<file path="src/rtl/divider_pkg.sv">
`default_nettype none
// +----------------------------------------------------------------------------+
// | divider_pkg                                                                |
// | State encodings and counter sizing shared by the sequential divider.       |
// | Revision: 1.0                                                              |
// +----------------------------------------------------------------------------+
package divider_pkg;

  localparam logic [1:0] c_st_idle = 2'd0;
  localparam logic [1:0] c_st_calc = 2'd1;
  localparam logic [1:0] c_st_done = 2'd2;

  // Bits needed to hold n-1, never less than one.
  function automatic int cnt_width(input int n);
    int w;
    w = 1;
    while ((1 << w) < n) w++;
    return w;
  endfunction

endpackage
`default_nettype wire

</file>
<file path="src/rtl/divider_step.sv">
`default_nettype none
// +----------------------------------------------------------------------------+
// | divider_step                                                               |
// | One restoring-division iteration: shift in a dividend bit, trial-subtract. |
// | Revision: 1.0                                                              |
// +----------------------------------------------------------------------------+
module divider_step #(
  parameter int WIDTH = 8
) (
  input  logic [WIDTH-1:0] i_rem,
  input  logic             i_bit,
  input  logic [WIDTH-1:0] i_divisor,
  output logic [WIDTH-1:0] o_rem,
  output logic             o_q_bit
);

  logic [WIDTH:0]   w_shift;
  logic [WIDTH:0]   w_borrow;
  logic [WIDTH-1:0] w_diff;
  logic             w_q;

  assign w_shift     = {i_rem, i_bit};
  assign w_borrow[0] = 1'b0;

  generate
    for (genvar g = 0; g < WIDTH; g++) begin : g_bits
      sub_cell u_cell (
        .i_a    (w_shift[g]),
        .i_b    (i_divisor[g]),
        .i_bin  (w_borrow[g]),
        .o_diff (w_diff[g]),
        .o_bout (w_borrow[g+1])
      );
    end
  endgenerate

  // MSB stage subtracts the divisor's implicit zero; only its borrow matters,
  // since any fitting trial result is below the divisor.
  assign w_q     = w_shift[WIDTH] | ~w_borrow[WIDTH];
  assign o_q_bit = w_q;
  assign o_rem   = w_q ? w_diff : w_shift[WIDTH-1:0];

endmodule
`default_nettype wire

</file>
<file path="src/rtl/sub_cell.sv">
`default_nettype none
// +----------------------------------------------------------------------------+
// | sub_cell                                                                   |
// | One-bit full subtractor: a - b - borrow_in.                                |
// | Revision: 1.0                                                              |
// +----------------------------------------------------------------------------+
module sub_cell (
  input  logic i_a,
  input  logic i_b,
  input  logic i_bin,
  output logic o_diff,
  output logic o_bout
);

  assign o_diff = i_a ^ i_b ^ i_bin;
  assign o_bout = (~i_a & i_b) | (~(i_a ^ i_b) & i_bin);

endmodule
`default_nettype wire

</file>
<file path="src/rtl/seq_divider.sv">
`default_nettype none
// +----------------------------------------------------------------------------+
// | seq_divider                                                                |
// | Multi-cycle unsigned restoring divider, one quotient bit per clock.        |
// | Revision: 1.0                                                              |
// +----------------------------------------------------------------------------+
module seq_divider
  import divider_pkg::*;
#(
  parameter int WIDTH = 8
) (
  input  logic             clk,
  input  logic             rst_n,
  input  logic             start,
  input  logic [WIDTH-1:0] dividend,
  input  logic [WIDTH-1:0] divisor,
  output logic             busy,
  output logic             done,
  output logic [WIDTH-1:0] quotient,
  output logic [WIDTH-1:0] remainder,
  output logic             div_by_zero
);

  localparam int CNT_W = cnt_width(WIDTH);

  logic [1:0]       r_state;
  logic [CNT_W-1:0] r_cnt;
  logic [WIDTH-1:0] r_rem;
  logic [WIDTH-1:0] r_dsr;
  logic [WIDTH-1:0] r_dvs;
  logic [WIDTH-1:0] w_rem_next;
  logic             w_q_bit;
  logic [WIDTH-1:0] w_dsr_next;

  divider_step #(.WIDTH(WIDTH)) u_step (
    .i_rem     (r_rem),
    .i_bit     (r_dsr[WIDTH-1]),
    .i_divisor (r_dvs),
    .o_rem     (w_rem_next),
    .o_q_bit   (w_q_bit)
  );

  // Dividend bits leave at the MSB while quotient bits enter at the LSB.
  assign w_dsr_next = {r_dsr[WIDTH-2:0], w_q_bit};

  always_ff @(posedge clk or negedge rst_n) begin
    if (!rst_n) begin
      r_state     <= c_st_idle;
      r_cnt       <= '0;
      r_rem       <= '0;
      r_dsr       <= '0;
      r_dvs       <= '0;
      busy        <= 1'b0;
      done        <= 1'b0;
      quotient    <= '0;
      remainder   <= '0;
      div_by_zero <= 1'b0;
    end else begin
      done <= 1'b0;
      case (r_state)
        c_st_idle, c_st_done: begin
          r_state <= c_st_idle;
          if (start) begin
            if (divisor == '0) begin
              r_state     <= c_st_done;
              done        <= 1'b1;
              quotient    <= '0;
              remainder   <= dividend;
              div_by_zero <= 1'b1;
            end else begin
              r_state     <= c_st_calc;
              busy        <= 1'b1;
              r_dsr       <= dividend;
              r_dvs       <= divisor;
              r_rem       <= '0;
              r_cnt       <= CNT_W'(WIDTH - 1);
              div_by_zero <= 1'b0;
            end
          end
        end
        c_st_calc: begin
          r_rem <= w_rem_next;
          r_dsr <= w_dsr_next;
          r_cnt <= r_cnt - CNT_W'(1);
          if (r_cnt == '0) begin
            r_state   <= c_st_done;
            busy      <= 1'b0;
            done      <= 1'b1;
            quotient  <= w_dsr_next;
            remainder <= w_rem_next;
          end
        end
        default: begin
          r_state <= c_st_idle;
          busy    <= 1'b0;
        end
      endcase
    end
  end

endmodule
`default_nettype wire

</file>
<file path="config.mk">
export PLATFORM = sky130hd
export DESIGN_NAME = seq_divider
export DESIGN_NICKNAME = d
export VERILOG_FILES = /design/src/rtl/divider_pkg.sv /design/src/rtl/divider_step.sv /design/src/rtl/sub_cell.sv /design/src/rtl/seq_divider.sv
export SDC_FILE = /design/constraint.sdc
export NUM_CORES = 1
export LEC_CHECK = 0
export ABC_CLOCK_PERIOD_IN_PS = 4300
export CORE_UTILIZATION = 42
export CTS_CLUSTER_SIZE = 28
export DETAILED_ROUTE_END_ITERATION = 10
export PLACE_DENSITY = 0.79
export SETUP_SLACK_MARGIN = 0.5
export SYNTH_ARGS = -nofsm -noshare
export SYNTH_HDL_FRONTEND = slang
export SYNTH_SLANG_ARGS = --single-unit
export TNS_END_PERCENT = 10
</file>
<file path="constraint.sdc">
create_clock -name clk -period 4.3 [get_ports clk]
set_clock_uncertainty 0.1 [all_clocks]
set_input_delay 0.645 -clock clk [delete_from_list [all_inputs] [get_ports clk]]
set_output_delay 0.645 -clock clk [all_outputs]
set_load 0.02 [all_outputs]
</file>
Word-level counts from Yosys, hierarchy flattened
Index checks and enable logic that the tools add are counted.
Widths: inputs -> output; s select.

storage, ports and cells
  logic and storage cells = 112
  flip-flop bits (word level) = 48
  output and inout port bits = 19

operators by class
  bitwise operators = 55
  equality and inequality tests = 6
  reduce and logical (&&, ||, !) cells = 10
  $add $sub $neg = 1
  mux-type cells = 30

operator list
  cell                 number
  $mux 8               11
  $pmux 8 s2           4
  $not 1->1            17
  $and 1x1->1          15
  $xor 1x1->1          15
  $reduce_and 3->1     3
  $logic_not 8->1      1
  $ne 2x2->1 const B   4
  $or 1x1->1           8
  $mux 1               6
  $mux 2               3
  $mux 3               2
  $pmux 3 s2           1
  $pmux 1 s2           2
  $pmux 2 s2           1
  $reduce_and 4->1     1
  $logic_not 3->1      1
  $sub 3x1->3 const B  1
  $eq 2x1->1 const B   1
  $eq 2x2->1 const B   1
  $logic_not 2->1      1
  $reduce_and 2->1     1
  $reduce_bool 2->1    1
  $reduce_or 2->1      1

Logic depth before layout (Yosys ltp)
Gate-level depths: netlist of run 1.

  word-level depth = 21
  depth in mapped cells = 14
  mapped depth without buffers = 13

By module
Synthesis of run 1 repeated with hierarchy kept, for this count alone.

unflattened totals
  cell total of the unflattened synthesis = 221
  area total of the unflattened synthesis = 2512.4 sq um

by module, submodules not included
  module                                  area each (sq um)  cells each  instances
  seq_divider                             2113.3             178         1
  sub_cell (u_step.g_bits[0].u_cell ...)  31.3               4           7
  divider_step                            152.6              12          1
  sub_cell (u_step.g_bits[7].u_cell)      27.5               3           1

Least setup slack after synthesis of run 1
No wires, ideal clock.

  path kind = reg-to-reg
  from = register r_dsr[7]
  to = register remainder[2]
  path slack = -0.330 ns
  buffers on the path = 1
  arrival = 4.454 ns
  cell stages (with the launch flop) = 15
  period minus slack after synthesis = 4.630 ns
  data required time = 4.124 ns
  path through = dfrtp_1 inv_1 ha_1 fa_1 fa_1 fa_1 fa_1 fa_1 fa_1 fa_1 nand2b_1 buf_4 nor2_1 o31a_1 o21ai_1

between the ends
  cells in the longest elaborated chain, start to end = 21
  elaborated cells between the ends (all ways) = 22
  classes of those cells = mux: 3; bitwise: 19

ends and longest elaborated chain
  what                          line                source
  from (decl)                   seq_divider.sv:29   logic [WIDTH-1:0] r_dsr;
  from (signal assigned)        seq_divider.sv:73   r_dsr <= dividend;
  from (signal assigned)        seq_divider.sv:83   r_dsr <= w_dsr_next;
  $not 1->1 (*)                 sub_cell.sv:16      assign o_bout = (~i_a & i_b) | (~(i_a ^ i_b) & i_bin);
  $and 1x1->1 (*) (2 in a row)  sub_cell.sv:16
  $or 1x1->1 (*)                sub_cell.sv:16
  $and 1x1->1                   sub_cell.sv:16
  $or 1x1->1                    sub_cell.sv:16
  $and 1x1->1                   sub_cell.sv:16
  $or 1x1->1                    sub_cell.sv:16
  $and 1x1->1                   sub_cell.sv:16
  [... 4 more ...]              -
  $or 1x1->1                    sub_cell.sv:16
  $and 1x1->1                   sub_cell.sv:16
  $or 1x1->1                    sub_cell.sv:16
  $not 1->1                     divider_step.sv:39  assign w_q = w_shift[WIDTH] | ~w_borrow[WIDTH];
  $or 1x1->1                    divider_step.sv:39
  $mux 8 (*)                    divider_step.sv:41  assign o_rem = w_q ? w_diff : w_shift[WIDTH-1:0];
  $mux 8 (*)                    seq_divider.sv:85   if (r_cnt == '0) begin
  $pmux 8 s2 (*)                seq_divider.sv:60   case (r_state)
  to (signal assigned)          seq_divider.sv:68   remainder <= dividend;
  to (signal assigned)          seq_divider.sv:90   remainder <= w_rem_next;
  to (decl)                     seq_divider.sv:20   output logic [WIDTH-1:0] remainder,

Every way passes the cells marked *; elsewhere a longest branch is shown, timed or not. The select of a mux whose other input is x is not followed.
A chain may end at the register's enable or synchronous reset.

Final worst setup path of run 1
  from = register r_dvs[0]
  to = register remainder[7]

between the ends
  cells in the longest elaborated chain, start to end = 20
  elaborated cells between the ends (all ways) = 21
  classes of those cells = mux: 3; bitwise: 18

ends and longest elaborated chain
  what                          line                source
  from (decl)                   seq_divider.sv:30   logic [WIDTH-1:0] r_dvs;
  from (signal assigned)        seq_divider.sv:74   r_dvs <= divisor;
  $and 1x1->1 (*) (2 in a row)  sub_cell.sv:16
  $or 1x1->1 (*)                sub_cell.sv:16
  $and 1x1->1 (*)               sub_cell.sv:16
  $or 1x1->1 (*)                sub_cell.sv:16
  $and 1x1->1 (*)               sub_cell.sv:16
  $or 1x1->1 (*)                sub_cell.sv:16
  $and 1x1->1 (*)               sub_cell.sv:16
  $or 1x1->1 (*)                sub_cell.sv:16
  [... 3 more ...]              -
  $or 1x1->1 (*)                sub_cell.sv:16
  $and 1x1->1                   sub_cell.sv:16
  $or 1x1->1                    sub_cell.sv:16
  $not 1->1                     divider_step.sv:39
  $or 1x1->1                    divider_step.sv:39
  $mux 8 (*)                    divider_step.sv:41
  $mux 8 (*)                    seq_divider.sv:85
  $pmux 8 s2 (*)                seq_divider.sv:60

Marked as above.

==> impl_metrics.py, run 1 <==
metrics = {
    "outcome": {
        "outcome": "finished, final reports clean",
    },
    "sta": {
        "timing.final.ws_setup_ns": 0.224,
        "worstMarginPinSlew_ns": 1.05,
        "setup_viol": 0,
        "period_minus_slack_ns": 4.08,
        "timing.slew.headroom": 0.297,
        "drv_slew": 0,
        "finalHoldViolCount": 0,
        "rsz0062_at_grt": "yes",
        "fin_crit_sh": 0.948,
        "max_freq_mhz": 245,
        "fin_hold_ws_ns": 0.389,
        "fin_tns_setup_ns": 0,
    },
    "synth": {
        "netlist_instances": 227,
        "synthSimpleGateAreaFrac": 0.172,
        "syn_area_mm2": 0.00235,
        "synth_xor_area_frac": 0,
        "syn_avg_cell_area_um2": 10.4,
        "synthAdderAreaFrac": 0.0755,
        "synth-compound-area-share": 0.179,
        "syn-num-nets": 256,
        "muxShareOfSynthArea": 0,
        "ys_seq_area_frac": 0.510,
        "synth_cell_types": 32,
        "synth_top_family_by_area": "compound AO/OA/AOI/OAI gates",
        "synth_warnings": 0,
        "synth_seq_cells": 48,
    },
    "route": {
        "met2_length_um": 2410,
        "met3WireLength_um": 322,
        "vias_per_cell": 5.26,
        "vias": 1761,
        "ant_nets": 0,
        "drt_iter0_drc": 162,
        "drc": 0,
        "top_layer": "met4",
        "met1Wirelength_um": 2390,
        "drt-wirelength-per-cell_um": 15.5,
        "finalWirelength_um": 5190,
        "first_pass_iters": 4,
    },
    "placed_design": {
        "dp_hpwl_um": 3440,
        "dpl_cell_area_mm2": 0.00275,
        "gp_congestion": 0.803,
        "dp_slack_ns": 0.101,
        "io_buffers": 37,
    },
    "worst_hold_path": {
        "hold_class": "reg2reg",
    },
    "global_routing": {
        "grt_max_degree": 49,
        "overflow": 0,
        "antenna_found_initial": 0,
        "grt_pass1_vias": 1706,
        "track_usage": 0.191,
        "grt_pass1_wl_um": 8680,
    },
    "critical_path": {
        "crit_path_max_incr_delay_ns": 0.43,
        "startpoint_type": "flop",
        "crit_family": "adder cells",
        "worstPathMaxFanout": 7,
        "cpMaxStageDelayCell": "fa_2",
        "path_common_cell": "fa_2",
        "criticalPathCategory": "reg2reg",
        "crit_buf_inv": 1,
        "crit_path_cell_trace": "ha_2 > fa_2 > fa_2 > fa_2 > fa_2 > fa_2 > fa_2 > fa_2 > nand2b_4 > buf_6 > a211o_1 > a21oi_2 > a21o_1",
        "cp.required_ns": 4.40,
        "crit_arrival_ns": 4.18,
        "end_kind": "flop",
    },
    "clock_network": {
        "cts_tree": "yes",
        "clk_path_buf_depth": 2,
        "h-tree-depth": 2,
        "cts_root_buf": "clkbuf_8",
        "numCtsBuffers": 5,
        "cts_num_sinks": 48,
        "clk_latency_ns": 0.30,
        "clk_pin_slew_worst_paths_ns": 0.09,
    },
    "run": {
        "cap_violations": 0,
    },
    "final_layout": {
        "n_fill_cell": 456,
        "drive_gt1_frac": 0.140,
        "fin_nets": 293,
        "antenna_cells": 0,
        "multi_input_area_mm2": 0.00105,
        "syn_to_final_growth_pct": 23.0,
        "register_area_mm2": 0.00120,
        "stdcell_area_mm2": 0.00290,
    },
    "floorplan": {
        "coreArea_mm2": 0.00524,
        "dieArea_mm2": 0.00591,
        "initial_utilization": 0.450,
        "io_pins": 38,
        "die-width_um": 76.9,
        "dieHeight_um": 76.9,
        "rows": 26,
    },
    "pwr": {
        "power_density_mw_per_mm2": 865,
        "ir_drop_mv": 0.313,
        "power.leakage_nw": 1.32,
    },
}
final cells by class:
type	count	share of cell area
clock buffer	7	0.0298
clock inverter	1	0.00259
inverter	12	0.0156
multi-input combinational	154	0.364
sequential	48	0.415
tap	70	0.0302
timing repair buffer	43	0.143
what timing repair did:
item / CTS / global route
buffers inserted: 1 / 1
gates cloned: 1 / 0
setup endpoints to repair: 18 / 18
gates resized for setup: 6 / 1
hold buffers: 0 / 0
pin swaps: 3 / 2
layer usage:
| layer | vias up | track usage |
|---|---|---|
| li1 | 839 | - |
| met1 | 856 | 0.261 |
| met2 | 59 | 0.289 |
| met3 | 7 | 0.0571 |
| met4 | 0 | 0.0654 |
| met5 | - | 0 |
stage by stage:
| step | total power, W | utilization | cells |
|---|---|---|---|
| 2_1_floorplan | 0.00175 | - | 227 |
| 3_3_place_gp | 0.00209 | 0.526 | 324 |
| 3_5_place_dp | 0.00213 | 0.526 | 324 |
| 4_1_cts | 0.00250 | 0.551 | 334 |
| 5_1_grt | 0.00270 | 0.553 | 335 |
| 6_report | 0.00251 | 0.553 | 335 |
worst register-to-register path, stage by stage, from the launching register on:
cell	delay [ns]
dfrtp_1	0.39
ha_2	0.19
fa_2	0.36
fa_2	0.37
fa_2	0.37
fa_2	0.38
fa_2	0.36
fa_2	0.36
fa_2	0.43
nand2b_4	0.11
buf_6	0.13
a211o_1	0.17
a21oi_2	0.07
a21o_1	0.18
path summary, 6_finish.rpt:
path,from,to,slack (ns),depth (start not counted)
hold reg to reg,remainder[2],remainder[2],0.39,2
min in group asynchronous,rst_n,div_by_zero,0.43,1
setup / recovery,r_dvs[0],remainder[7],0.22,13
max in group asynchronous,rst_n,quotient[1],3.03,1
hold / removal,remainder[2],remainder[2],0.39,2
setup reg to reg,r_dvs[0],remainder[7],0.22,13
report_power, final:
group | total, W | switching, W | leakage [nW] | internal (W)
clock | 0.000283 | 0.000152 | 0.0445 | 0.000131
sequential | 0.000833 | 0.000161 | 0.567 | 0.000673
combinational | 0.00139 | 0.000733 | 0.706 | 0.000657
cells in the mapped netlist:
library cell  instances  area, um2
o31a_1                3       26.3
ha_1                  3       37.5
inv_1                12       45.0
o21ai_0               4       20.0
buf_6                 4       45.0
nor3b_1               5       37.5
o32ai_1               3       26.3
and3_1                1       6.26
fa_1                  7        140
a22o_1                8       70.1
buf_4                 3       22.5
a21boi_2              1       11.3
and2_1                3       18.8
a21o_1                5       37.5
nand2b_1              2       12.5
nor4_4                2       42.5
a211o_1               1       8.76
buf_2                 3       15.0
nor4bb_4              1       25.0
o21ai_1               9       45.0
a21bo_2               1       10.0
buf_1                 1       3.75
nor2b_1               3       18.8
clkbuf_1              1       3.75
nand2_1              49        184
a31oi_4               1       21.3
a21oi_1              23        115
a211oi_1              4       30.0
buf_8                 1       15.0
nor2_1               14       52.6
nor2_2                1       6.26
dfrtp_1              48       1200
registers in the layout (all words and copies together), names as in the netlist:
name and count:
busy 1, div_by_zero 1, done 1, quotient 8
r_cnt 3, r_dsr 8, r_dvs 8, r_rem 8
r_state 2, remainder 8
kinds of logic (layout without fill, tap and decap cells):
family	after synthesis	count (layout)
adder cells (fa/ha/maj)	10	10
flip-flops	48	48
AO/OA/AOI/OAI	63	63
buffers and inverters	25	63
AND/OR/NAND/NOR	81	81
placed cells by master (no fill, tap or decap), types with 2 or more instances in the layout:
cell and count:
ha_1 2, nor2b_1 3, o21ai_1 9, a21oi_1 22, o31a_1 3, fa_2 7
o21ai_0 4, nand2_1 49, a22o_1 8, a21o_1 5, clkbuf_8 6, o32ai_1 3
a211oi_2 2, nor2_2 4, nor2_1 11, inv_1 12, clkdlybuf4s50_1 36, nor3b_1 5
dfrtp_1 48, and2_1 2, buf_4 5, nor4_4 2, a211oi_1 2
No activity file was read; power rests on OpenSTA's default activity.
==> run 2, diff against run 1 <==
--- a/config.mk
+++ b/config.mk
@@ -5,11 +5,13 @@
 export SDC_FILE = /design/constraint.sdc
 export NUM_CORES = 1
 export LEC_CHECK = 0
-export ABC_CLOCK_PERIOD_IN_PS = 4300
+export ABC_CLOCK_PERIOD_IN_PS = 3900
+export CORE_ASPECT_RATIO = 0.9
 export CORE_UTILIZATION = 42
 export CTS_CLUSTER_SIZE = 28
 export DETAILED_ROUTE_END_ITERATION = 10
-export PLACE_DENSITY = 0.79
+export GPL_TIMING_DRIVEN = 0
+export PLACE_DENSITY = 0.76
 export SETUP_SLACK_MARGIN = 0.5
 export SYNTH_ARGS = -nofsm -noshare
 export SYNTH_HDL_FRONTEND = slang
==> constraint.sdc (replaced) <==
create_clock -name clk -period 3.9 [get_ports clk]
set_clock_uncertainty 0.1 [all_clocks]
set_input_delay 0.585 -clock clk [delete_from_list [all_inputs] [get_ports clk]]
set_output_delay 0.585 -clock clk [all_outputs]
set_load 0.02 [all_outputs]
==> run 2 against run 1 <==
  * The flow now finishes with violations (negative setup slack)
  * Count of clock-buffer cells in the layout is the same
  * Flip-flop and latch count is the same
  * Combinational power grew 30%
  * Critical path depth grew 1
  * Clock power grew 39%
  * Register-to-register slack lost 0.38 ns
==> impl_metrics.py, run 2 (synthesized netlist as in run 1, its figures left out) <==
metrics = {
    "route": {
        "drt_iter0_drc": 163,
        "vias": 1799,
        "finalWirelength_um": 5320,
        "drt-wirelength-per-cell_um": 15.5,
        "first_pass_iters": 4,
        "ant_nets": 0,
        "vias_per_cell": 5.23,
        "drc": 0,
    },
    "pwr": {
        "ir_drop_mv": 0.376,
        "power.leakage_nw": 1.41,
        "power_density_mw_per_mm2": 1000,
    },
    "sta": {
        "timing.slew.headroom": 0.647,
        "timing.final.ws_setup_ns": -0.159,
        "drv_slew": 0,
        "setup_viol": 15,
        "finalHoldViolCount": 0,
        "worstMarginPinSlew_ns": 0.530,
        "period_minus_slack_ns": 4.06,
        "fin_crit_sh": 1.04,
        "max_freq_mhz": 246,
        "rsz0062_at_grt": "yes",
    },
    "floorplan": {
        "coreArea_mm2": 0.00532,
        "io_pins": 38,
        "dieArea_mm2": 0.00591,
        "die-width_um": 80.9,
        "rows": 25,
        "initial_utilization": 0.443,
        "dieHeight_um": 73.0,
    },
    "clock_network": {
        "clk_latency_ns": 0.31,
        "numCtsBuffers": 5,
        "clk_pin_slew_worst_paths_ns": 0.09,
        "cts_root_buf": "clkbuf_8",
        "h-tree-depth": 2,
        "clk_path_buf_depth": 2,
        "cts_tree": "yes",
        "cts_num_sinks": 48,
    },
    "global_routing": {
        "grt_max_degree": 34,
        "track_usage": 0.202,
        "overflow": 0,
        "grt_pass1_wl_um": 8710,
        "antenna_found_initial": 0,
        "grt_pass1_vias": 1740,
    },
    "critical_path": {
        "crit_arrival_ns": 4.16,
        "startpoint_type": "flop",
        "end_kind": "flop",
        "regToRegSetupSlack_ns": -0.16,
        "criticalPathCategory": "reg2reg",
        "worstPathMaxFanout": 6,
        "cp.required_ns": 4.00,
    },
    "run": {
        "cap_violations": 0,
    },
    "final_layout": {
        "drive_gt1_frac": 0.199,
        "fin_nets": 305,
        "utilization": 0.585,
        "final_common_cell": "nand2_1",
        "layout_common_cells": "nand2_1, dfrtp_1, clkdlybuf4s50_1",
        "syn_to_final_growth_pct": 32.0,
        "antenna_cells": 0,
    },
    "placed_design": {
        "gp_congestion": 0.813,
        "io_buffers": 37,
        "dp_slack_ns": -0.335,
        "dp_hpwl_um": 3940,
    },
    "outcome": {
        "outcome": "finished, violations left",
        "violations": "negative setup slack",
    },
    "worst_hold_path": {
        "hold_class": "in2async",
    },
}
[run 2: changes by cell type in the layout (fill, tap and decap cells not counted), moves of 3 or more]
| cell | before | now |
|---|---|---|
| buf_6 | 1 | 5 |
| buf_2 | 1 | 4 |
| buf_8 | 0 | 3 |
| a211oi_4 | 0 | 3 |
[run 2: where the power goes]
part | leakage [nW] | total, W | switching (W) | internal [W]
logic | 0.783 | 0.00181 | 0.000924 | 0.000885
clock network | 0.0645 | 0.000394 | 0.000168 | 0.000226
registers | 0.567 | 0.000917 | 0.000176 | 0.000742
[run 2: final timing paths]
kind | from | depth (start not counted) | endpoint
worst min register to register | remainder[6] | 2 | remainder[6]
worst max-delay path | r_dsr[7] | 14 | remainder[7]
max in group asynchronous | rst_n | 2 | quotient[1]
min in group clk | remainder[6] | 2 | remainder[6]
worst max register to register | r_dsr[7] | 14 | remainder[7]
worst min-delay path | rst_n | 1 | done
[run 2: critical path, stage by stage (launching register included)]
cell and delay, ns:
dfrtp_1 0.37, inv_1 0.05, ha_2 0.18, fa_2 0.37, fa_2 0.37, fa_2 0.34
fa_2 0.35, fa_2 0.35, fa_2 0.38, fa_2 0.42, nand2b_4 0.11, buf_8 0.13
a211o_1 0.17, a21oi_1 0.08, a21o_1 0.16
[run 2: metal layers]
| metal | wire length, um | vias up | track usage |
|---|---|---|---|
| met5 | 0 | - | 0 |
| met4 | 69 | 0 | 0.0675 |
| met3 | 291 | 6 | 0.0425 |
| met2 | 2480 | 60 | 0.317 |
| met1 | 2480 | 875 | 0.279 |
| li1 | - | 858 | - |
[run 2: cell type report]
class	instances	area (um2)
well taps	67	83.8
inverters	12	45.0
plain buffers	13	113
repair buffers	42	427
clock buffers	7	96.3
clock inverters	1	30.0
multi-input cells	154	1110
fillers	491	2210
flip-flops and latches	48	1200
[run 2: per-stage QoR]
stage	power [W]	std cells	hold slack (ns)	setup TNS, ns	area, um2
4_1_cts	0.00308	343	0.100	-3.92	3080
2_1_floorplan	0.00193	227	0.189	-0.272	2390
3_5_place_dp	0.00243	332	0.379	-3.95	2860
6_report	0.00312	344	0.0848	-1.58	3110
5_1_grt	0.00335	344	0.111	-3.88	3110
3_3_place_gp	0.00237	331	0.366	-3.42	2840
[run 2: repair_timing]
item                                    CTS  global route
pin swaps                                18             5
resized for setup                        16             5
endpoints found under the setup margin   18            18
setup buffers                             3             1
hold buffers                              0             0
